===== config.mk =====
export PLATFORM = sky130hd
export DESIGN_NAME = usb_tx_encoder
export DESIGN_NICKNAME = d
export VERILOG_FILES = /design/src/rtl/usb_tx_encoder.sv
export SDC_FILE = /design/constraint.sdc
export NUM_CORES = 1
export LEC_CHECK = 0
export BUFFER_PORTS_ARGS = -buffer_cell sky130_fd_sc_hd__buf_2
export CAP_MARGIN = 5
export CORE_UTILIZATION = 61
export CTS_CLUSTER_DIAMETER = 100
export DETAILED_ROUTE_END_ITERATION = 16
export GPL_TIMING_DRIVEN = 0
export PLACE_DENSITY = 0.8
export SLEW_MARGIN = 5
export SYNTH_ARGS = -nofsm -noshare
export SYNTH_HDL_FRONTEND = slang
export SYNTH_SLANG_ARGS = --single-unit

===== constraint.sdc =====
create_clock -name clk -period 3.71 [get_ports clk]
set_clock_uncertainty 0.2 [all_clocks]
set_input_delay 0.742 -clock clk [delete_from_list [all_inputs] [get_ports clk]]
set_output_delay 0.742 -clock clk [all_outputs]
set_load 0.03 [all_outputs]

===== src/rtl/usb_tx_encoder.sv =====
// +--------------------------------------------------------------------------+
// | Module   : usb_tx_encoder                                                 |
// | Purpose  : USB full-speed transmit line encoder. Accepts packet bytes     |
// |            over a valid/ready handshake, prepends SYNC, serialises LSB    |
// |            first, bit-stuffs, NRZI-encodes and appends EOP (SE0,SE0,J).   |
// | Ports    : clk, n_rst (async, active-low)                                 |
// |            tx_valid/tx_data/tx_last/tx_ready : byte handshake             |
// |            tx_busy  : packet on the line                                  |
// |            tx_done  : one-cycle pulse in the final EOP cycle              |
// |            tx_error : one-cycle pulse on underrun                         |
// |            d_plus/d_minus : registered differential line                  |
// | Config   : USB_TX_BIT_STUFF_EN defined enables bit stuffing; undefined    |
// |            sends raw NRZI data (PHY/eye testing).                         |
// | Revision : 1.0 - initial release                                          |
// +--------------------------------------------------------------------------+
`default_nettype none

module usb_tx_encoder #(
  parameter int CLKS_PER_BIT = 8
) (
  input  logic       clk,
  input  logic       n_rst,
  input  logic       tx_valid,
  input  logic [7:0] tx_data,
  input  logic       tx_last,
  output logic       tx_ready,
  output logic       tx_busy,
  output logic       tx_done,
  output logic       tx_error,
  output logic       d_plus,
  output logic       d_minus
);

  localparam int CNT_W = (CLKS_PER_BIT > 1) ? $clog2(CLKS_PER_BIT) : 1;
  localparam logic [CNT_W-1:0] CNT_MAX = CNT_W'(CLKS_PER_BIT - 1);

  typedef enum logic [2:0] {
    S_IDLE      = 3'd0,
    S_SYNC      = 3'd1,
    S_DATA      = 3'd2,
`ifdef USB_TX_BIT_STUFF_EN
    S_STUFF     = 3'd3,
`endif
    S_EOP_SE0_1 = 3'd4,
    S_EOP_SE0_2 = 3'd5,
    S_EOP_J     = 3'd6
  } state_t;

  state_t           state_q, state_d;
  logic [CNT_W-1:0] clk_cnt_q, clk_cnt_d;
  logic [7:0]       shift_q, shift_d;
  logic [2:0]       bit_idx_q, bit_idx_d;
  logic             cur_last_q, cur_last_d;
  logic [7:0]       hold_data_q, hold_data_d;
  logic             hold_last_q, hold_last_d;
  logic             hold_full_q, hold_full_d;
  logic             last_acc_q, last_acc_d;
  logic             dp_q, dp_d;
  logic             dm_q, dm_d;
`ifdef USB_TX_BIT_STUFF_EN
  logic [2:0]       ones_q, ones_d;
`endif

  logic       xfer;
  logic       bit_end;
  logic       next_step;
  logic       goto_eop;
  logic       emit_en;
  logic       emit_bit;
  logic [7:0] load_data;
  logic       load_last;

  assign tx_ready = !hold_full_q && !last_acc_q;
  assign tx_busy  = (state_q != S_IDLE);
  assign d_plus   = dp_q;
  assign d_minus  = dm_q;
  assign xfer     = tx_valid && tx_ready;
  assign bit_end  = (clk_cnt_q == CNT_MAX);

  // A byte handed over in the boundary cycle itself bypasses the holding
  // register so the line sees no gap.
  assign load_data = hold_full_q ? hold_data_q : tx_data;
  assign load_last = hold_full_q ? hold_last_q : tx_last;

  always_comb begin
    state_d     = state_q;
    clk_cnt_d   = (state_q == S_IDLE || bit_end) ? '0 : clk_cnt_q + CNT_W'(1);
    shift_d     = shift_q;
    bit_idx_d   = bit_idx_q;
    cur_last_d  = cur_last_q;
    hold_data_d = hold_data_q;
    hold_last_d = hold_last_q;
    hold_full_d = hold_full_q;
    last_acc_d  = last_acc_q;
    dp_d        = dp_q;
    dm_d        = dm_q;
`ifdef USB_TX_BIT_STUFF_EN
    ones_d      = ones_q;
`endif
    tx_done     = 1'b0;
    tx_error    = 1'b0;
    next_step   = 1'b0;
    goto_eop    = 1'b0;
    emit_en     = 1'b0;
    emit_bit    = 1'b0;

    if (xfer) begin
      hold_data_d = tx_data;
      hold_last_d = tx_last;
      hold_full_d = 1'b1;
      if (tx_last) last_acc_d = 1'b1;
    end

    case (state_q)
      S_IDLE: begin
        if (xfer) begin
          state_d    = S_SYNC;
          shift_d    = 8'h80;
          bit_idx_d  = 3'd0;
          cur_last_d = 1'b0;
          emit_en    = 1'b1;
          emit_bit   = 1'b0;
        end
      end
      S_SYNC, S_DATA: begin
        if (bit_end) begin
`ifdef USB_TX_BIT_STUFF_EN
          if (ones_q == 3'd6) begin
            state_d  = S_STUFF;
            emit_en  = 1'b1;
            emit_bit = 1'b0;
          end else
`endif
            next_step = 1'b1;
        end
      end
`ifdef USB_TX_BIT_STUFF_EN
      S_STUFF: begin
        if (bit_end) next_step = 1'b1;
      end
`endif
      S_EOP_SE0_1: begin
        if (bit_end) state_d = S_EOP_SE0_2;
      end
      S_EOP_SE0_2: begin
        if (bit_end) begin
          state_d = S_EOP_J;
          dp_d    = 1'b1;
          dm_d    = 1'b0;
        end
      end
      S_EOP_J: begin
        if (bit_end) begin
          state_d     = S_IDLE;
          tx_done     = 1'b1;
          last_acc_d  = 1'b0;
          hold_full_d = 1'b0;
        end
      end
      default: state_d = S_IDLE;
    endcase

    // Advance to the next bit, or resolve the byte boundary once bit 7
    // (and any stuff bit that followed it) has been sent.
    if (next_step) begin
      if (bit_idx_q != 3'd7) begin
        state_d   = (state_q == S_SYNC) ? S_SYNC : S_DATA;
        bit_idx_d = bit_idx_q + 3'd1;
        shift_d   = {1'b0, shift_q[7:1]};
        emit_en   = 1'b1;
        emit_bit  = shift_q[1];
      end else if (cur_last_q) begin
        goto_eop = 1'b1;
      end else if (hold_full_q || xfer) begin
        state_d     = S_DATA;
        shift_d     = load_data;
        cur_last_d  = load_last;
        bit_idx_d   = 3'd0;
        hold_full_d = 1'b0;
        emit_en     = 1'b1;
        emit_bit    = load_data[0];
      end else begin
        tx_error = 1'b1;
        goto_eop = 1'b1;
      end
    end

    // Packet is closed once EOP starts, so nothing is accepted until IDLE.
    if (goto_eop) begin
      state_d    = S_EOP_SE0_1;
      dp_d       = 1'b0;
      dm_d       = 1'b0;
      last_acc_d = 1'b1;
    end

    // NRZI: a 0 swaps J/K, a 1 holds the line.
    if (emit_en) begin
      if (!emit_bit) begin
        dp_d = dm_q;
        dm_d = dp_q;
`ifdef USB_TX_BIT_STUFF_EN
        ones_d = 3'd0;
`endif
      end else begin
`ifdef USB_TX_BIT_STUFF_EN
        ones_d = ones_q + 3'd1;
`endif
      end
    end
  end

  always_ff @(posedge clk or negedge n_rst) begin
    if (!n_rst) begin
      state_q     <= S_IDLE;
      clk_cnt_q   <= '0;
      shift_q     <= 8'h00;
      bit_idx_q   <= 3'd0;
      cur_last_q  <= 1'b0;
      hold_data_q <= 8'h00;
      hold_last_q <= 1'b0;
      hold_full_q <= 1'b0;
      last_acc_q  <= 1'b0;
      dp_q        <= 1'b1;
      dm_q        <= 1'b0;
`ifdef USB_TX_BIT_STUFF_EN
      ones_q      <= 3'd0;
`endif
    end else begin
      state_q     <= state_d;
      clk_cnt_q   <= clk_cnt_d;
      shift_q     <= shift_d;
      bit_idx_q   <= bit_idx_d;
      cur_last_q  <= cur_last_d;
      hold_data_q <= hold_data_d;
      hold_last_q <= hold_last_d;
      hold_full_q <= hold_full_d;
      last_acc_q  <= last_acc_d;
      dp_q        <= dp_d;
      dm_q        <= dm_d;
`ifdef USB_TX_BIT_STUFF_EN
      ones_q      <= ones_d;
`endif
    end
  end

endmodule

`default_nettype wire

After elaboration in Yosys (flattened, before gate mapping) --
Cells that the tools add are included.
Word-level totals: word-level logic and storage cells 103, register bits after elaboration 31, bits of input ports 12, output and inout bits 6
Cells by class: equality and inequality tests 7, add/subtract/negate cells 2, reductions and logical operators 9, muxes and demuxes 74
Operators with widths (number):
- 8-bit two-way mux | 7
- 1-bit two-way mux | 49
- 3-bit two-way mux | 16
- 3-bit one-hot mux with 5 select lines | 1
- 3-bit == test (second input constant) | 4
- 3-bit by 1-bit adder with 3-bit output (second input constant) | 2
- 3-bit by 1-bit == test with 1-bit output (second input constant) | 1
- 3-bit by 2-bit == test with 1-bit output (second input constant) | 1
- 3-bit logical NOT | 1
- 3-bit inequality test (second input constant) | 1
- 3-bit nonzero test | 1
- 1-bit logical AND | 2
- 1-bit logical NOT | 2
- 1-bit logical OR | 2
- 2-bit two-way mux | 1
- 2-bit OR reduction | 1

Depth between registers and ports, before layout --
depth after elaboration 11, gate-level depth with buffers 8, depth with buffers taken out 7

Worst setup path before layout --
OpenSTA, ideal clock, no wires.
kind reg2out, from register clk_cnt_q[0], to output port tx_error, setup slack 0.935 ns, cell stages (with the launch flop) 6, data arrival time 1.833 ns, required time 2.768 ns, path buffers 0, path through dfrtp_1 > ha_1 > ha_1 > and2b_2 > nand4_1 > nor3_1
Between the ends: cells in the longest elaborated chain, start to end 4
Ends and longest elaborated chain:
- start, declared | RTL line 50 | logic [CNT_W-1:0] clk_cnt_q, clk_cnt_d;
- start signal, assigned | RTL line 230 | clk_cnt_q <= clk_cnt_d;
- 3-bit == test | RTL line 78 | assign bit_end = (clk_cnt_q == CNT_MAX);
- 1-bit two-way mux | RTL line 126 | if (bit_end) begin
- 1-bit two-way mux | RTL line 114 | case (state_q)
- 1-bit two-way mux | RTL line 165 | if (next_step) begin
- end, declared | RTL line 29 | output logic tx_error,
No other way between the ends.

Worst setup path in the final report --
Ends and elaborated chain as after synthesis.

==> impl_metrics.csv <==
group,metric,value,unit
power_and_ir_drop,p_leak,0.000822,uW
synth,synth-edff-count,0,
grt,gr-usage-met2,39.8,%
placement,place_area,1620,um^2
timing,setup-violations-final,0,
timing,slew_headroom,56.2,%
synth,syn_avg_cell_area,9.88,um^2
power_and_ir_drop,ir_worst_vdd,0.361,mV
cts,cts_root_buf,"clkbuf_4",
grt,antenna_found_initial,0,
hold_path,hold_class,"in -> async",
cts,htreeDepth,2,
critical_path,startpoint_type,"flop",
synth,syn_area,1500,um^2
grt,grtUsageMet3,6.14,%
finish,drive_gt1_share,20.5,%
grt,grt_start_max_net_pins,31,
cts,cts_resized,0,
detailed_routing,antenna_left,0,
synth,yosysTopAreaCellShare,48.3,%
detailed_routing,drt_first_pass_iters,4,
timing,min_period,3.06,ns
synth,synth_area_leaders,"dfrtp_1, nand2_1, a221o_1",
timing,timing.fmax,326,MHz
finish,nets,192,
finish,syn2layout_area_growth,13.4,%
grt,grt_pass1_wl,5300,um
synth,yosysSeqAreaShare,50.1,%
critical_path,endpoint_kind,"output port",
cts,cts.sinks,30,
cts,clockBufferDepth,2,
grt,globalRouteTotalUtil,28.4,%
floorplanning,ioPinCount,18,
timing,finalSetupTns,0,ns
critical_path,r2r_cells,7,
critical_path,reg2reg_slack,1.31,ns
floorplanning,coreArea,2280,um^2
power_and_ir_drop,pwr-share-comb,3.7,%
floorplanning,start_util,66.0,%
cts,cts_hold_buf,0,
power_and_ir_drop,p_int,498,uW
critical_path,critPathKind,"reg -> out",
synth,synth-main-ff-cell,"dfrtp_1",
power_and_ir_drop,p_per_area,368,nW/um^2
critical_path,r2r-start,"clk_cnt_q[0]",
floorplanning,num_rows,17,
critical_path,r2r-end,"d_minus",
synth,syn_nets,168,
detailed_routing,drc,0,
detailed_routing,dr_total_vias,1219,
synth,ys_types,41,
placement,place_congestion,0.862,
detailed_routing,drt-vias-per-instance,5.98,
finish,fillers,165,
placement,numPortBuffers,17,
finish,antennaDiodeCount,0,
cts,cts_tree,"done",
timing,tightest_slew,0.658,ns
power_and_ir_drop,seqPwrFrac,53.8,%
critical_path,critical_path.max_fanout,9,
cts,cts_buffers,5,
cts,post_cts_buffers,0,
outcome,status,"finished clean",
synth,synthArstFlopShare,100,%
synth,synthCells,152,
critical_path,cp.arrival,2.12,ns
grt,grt-ovfl-total,0,
grt,busiest_layer,"met1",
job,drv_cap,0,
timing,finalMaxSlewViolations,0,
synth,yosysTopAreaCell,"dfrtp_1",
critical_path,cp-startpoint,"clk_cnt_q[0]",
synth,ys_warn_count,0,
finish,fin_area,1700,um^2
power_and_ir_drop,swShare,20.4,%
floorplanning,die_area,2660,um^2
detailed_routing,wl_per_cell,15.3,um
timing,rsz0062_at_grt,"no",
floorplanning,die_y,51.6,um
critical_path,worstPathRequired,2.77,ns
power_and_ir_drop,p_sw,128,uW
cts,clk_pin_slew,0.09,ns
grt,grt_pass1_vias,1155,
synth,synthMostInstantiatedCell,"nand2_1",
placement,dpl.hpwl,2170,um
power_and_ir_drop,p_clk_share,42.6,%
cts,clk_latency,0.34,ns
grt,groute.layer.met1.usage,40.3,%
detailed_routing,drtIter0Drc,34,
synth,yosys-top-cells-count,"nand2_1, dfrtp_1, a21oi_1, a221o_1",
timing,fin_crit_sh,82.6,%
detailed_routing,postRouteWirelength,3110,um
synth,synth_seq_cells,30,
critical_path,endpoint,"tx_error",
timing,hold_viol_final,0,
floorplanning,chipWidth,51.6,um
[cell type report]
type                            count  area [um^2]  share of cell area, %
Buffer                              7         35.0                   2.06
Clock buffer                        6         51.3                   3.01
Clock inverter                      1         30.0                   1.76
Inverter                            4         15.0                  0.882
Multi-Input combinational cell    111          699                   41.1
Sequential cell                    30          752                   44.2
Tap cell                           28         35.0                   2.06
Timing Repair Buffer               17         85.1                   5.00
[stage by stage]
stage | std cells | util [%] | hold slack, ns | worst slack, ns | power, uW
5_1_grt | 204 | 74.8 | 0.268 | 0.507 | 647
6_report | 204 | 74.8 | 0.225 | 0.646 | 626
3_3_place_gp | 197 | 71.2 | 0.224 | 1.07 | 365
2_1_floorplan | 152 | - | 0.215 | 0.935 | 351
3_5_place_dp | 197 | 71.2 | 0.249 | 1.02 | 366
4_1_cts | 204 | 74.8 | 0.233 | 0.636 | 630
[per-layer routing]
layer  routed length, um  vias to the layer above
met3                 145                        8
met4                  70                        0
li1                    -                      589
met5                   0                        -
met2                1380                       30
met1                1520                      592
[registers in the layout (all words and copies together), names as in the netlist]
name and count:
hold_data_q 8, shift_q 7, bit_idx_q 3, clk_cnt_q 3, state_q 3, cur_last_q 1
d_minus 1, d_plus 1, hold_full_q 1, hold_last_q 1, last_acc_q 1
[critical path: stages, from the launching register on]
cell	delay (ns)
dfrtp_1	0.37
ha_1	0.16
ha_1	0.19
and2b_2	0.23
nand4_1	0.33
nor3_1	0.28
buf_2	0.23
[power by group through the flow]
stage | combinational (uW) | clock (uW) | sequential (uW)
detailed placement | 23.1 | 0 | 343
global route | 26.6 | 283 | 337
global placement | 22.4 | 0 | 343
finish | 23.0 | 266 | 337
floorplan | 8.81 | 0 | 342
CTS | 23.3 | 270 | 337
[worst min-delay path by stage]
stage	start	endpoint
6_report	n_rst	state_q[1]
5_1_grt	clk_cnt_q[0]	clk_cnt_q[0]
4_1_cts	n_rst	hold_data_q[4]
3_5_place_dp	clk_cnt_q[0]	clk_cnt_q[0]
3_3_place_gp	clk_cnt_q[0]	clk_cnt_q[0]
2_1_floorplan	clk_cnt_q[0]	clk_cnt_q[0]
[cell usage in the layout (no fill, tap or decap), drive strengths merged]
master   instances
ha               4
buf             19
and2b            1
o211a            1
o2111ai          1
and3             1
bufinv           1
nor2             6
nor2b            3
a221o            7
a21oi            7
nand2           41
o32ai            1
dfstp            1
xor2             1
nor3             4
and2             3
nand2b           2
nand4            2
nand3            1
o22ai            4
o21ai            3
o21a             2
a22oi            2
o2bb2ai          1
clkbuf          11
mux2             3
nor3b            2
a22o             2
inv              4
a31oi            5
dfrtp           29
o211ai           1
[logic make-up after synthesis]
logic type	count (synthesis)	synth area share (%)
AND/OR/NAND/NOR	66	21.1
AO/OA/AOI/OAI	37	18.8
flip-flops	30	50.1
buffers and inverters	11	3.33
adder cells (fa/ha/maj)	4	3.33
multiplexers	3	2.25
XOR/XNOR	1	1.08
Power figures use the tool's default switching activity.
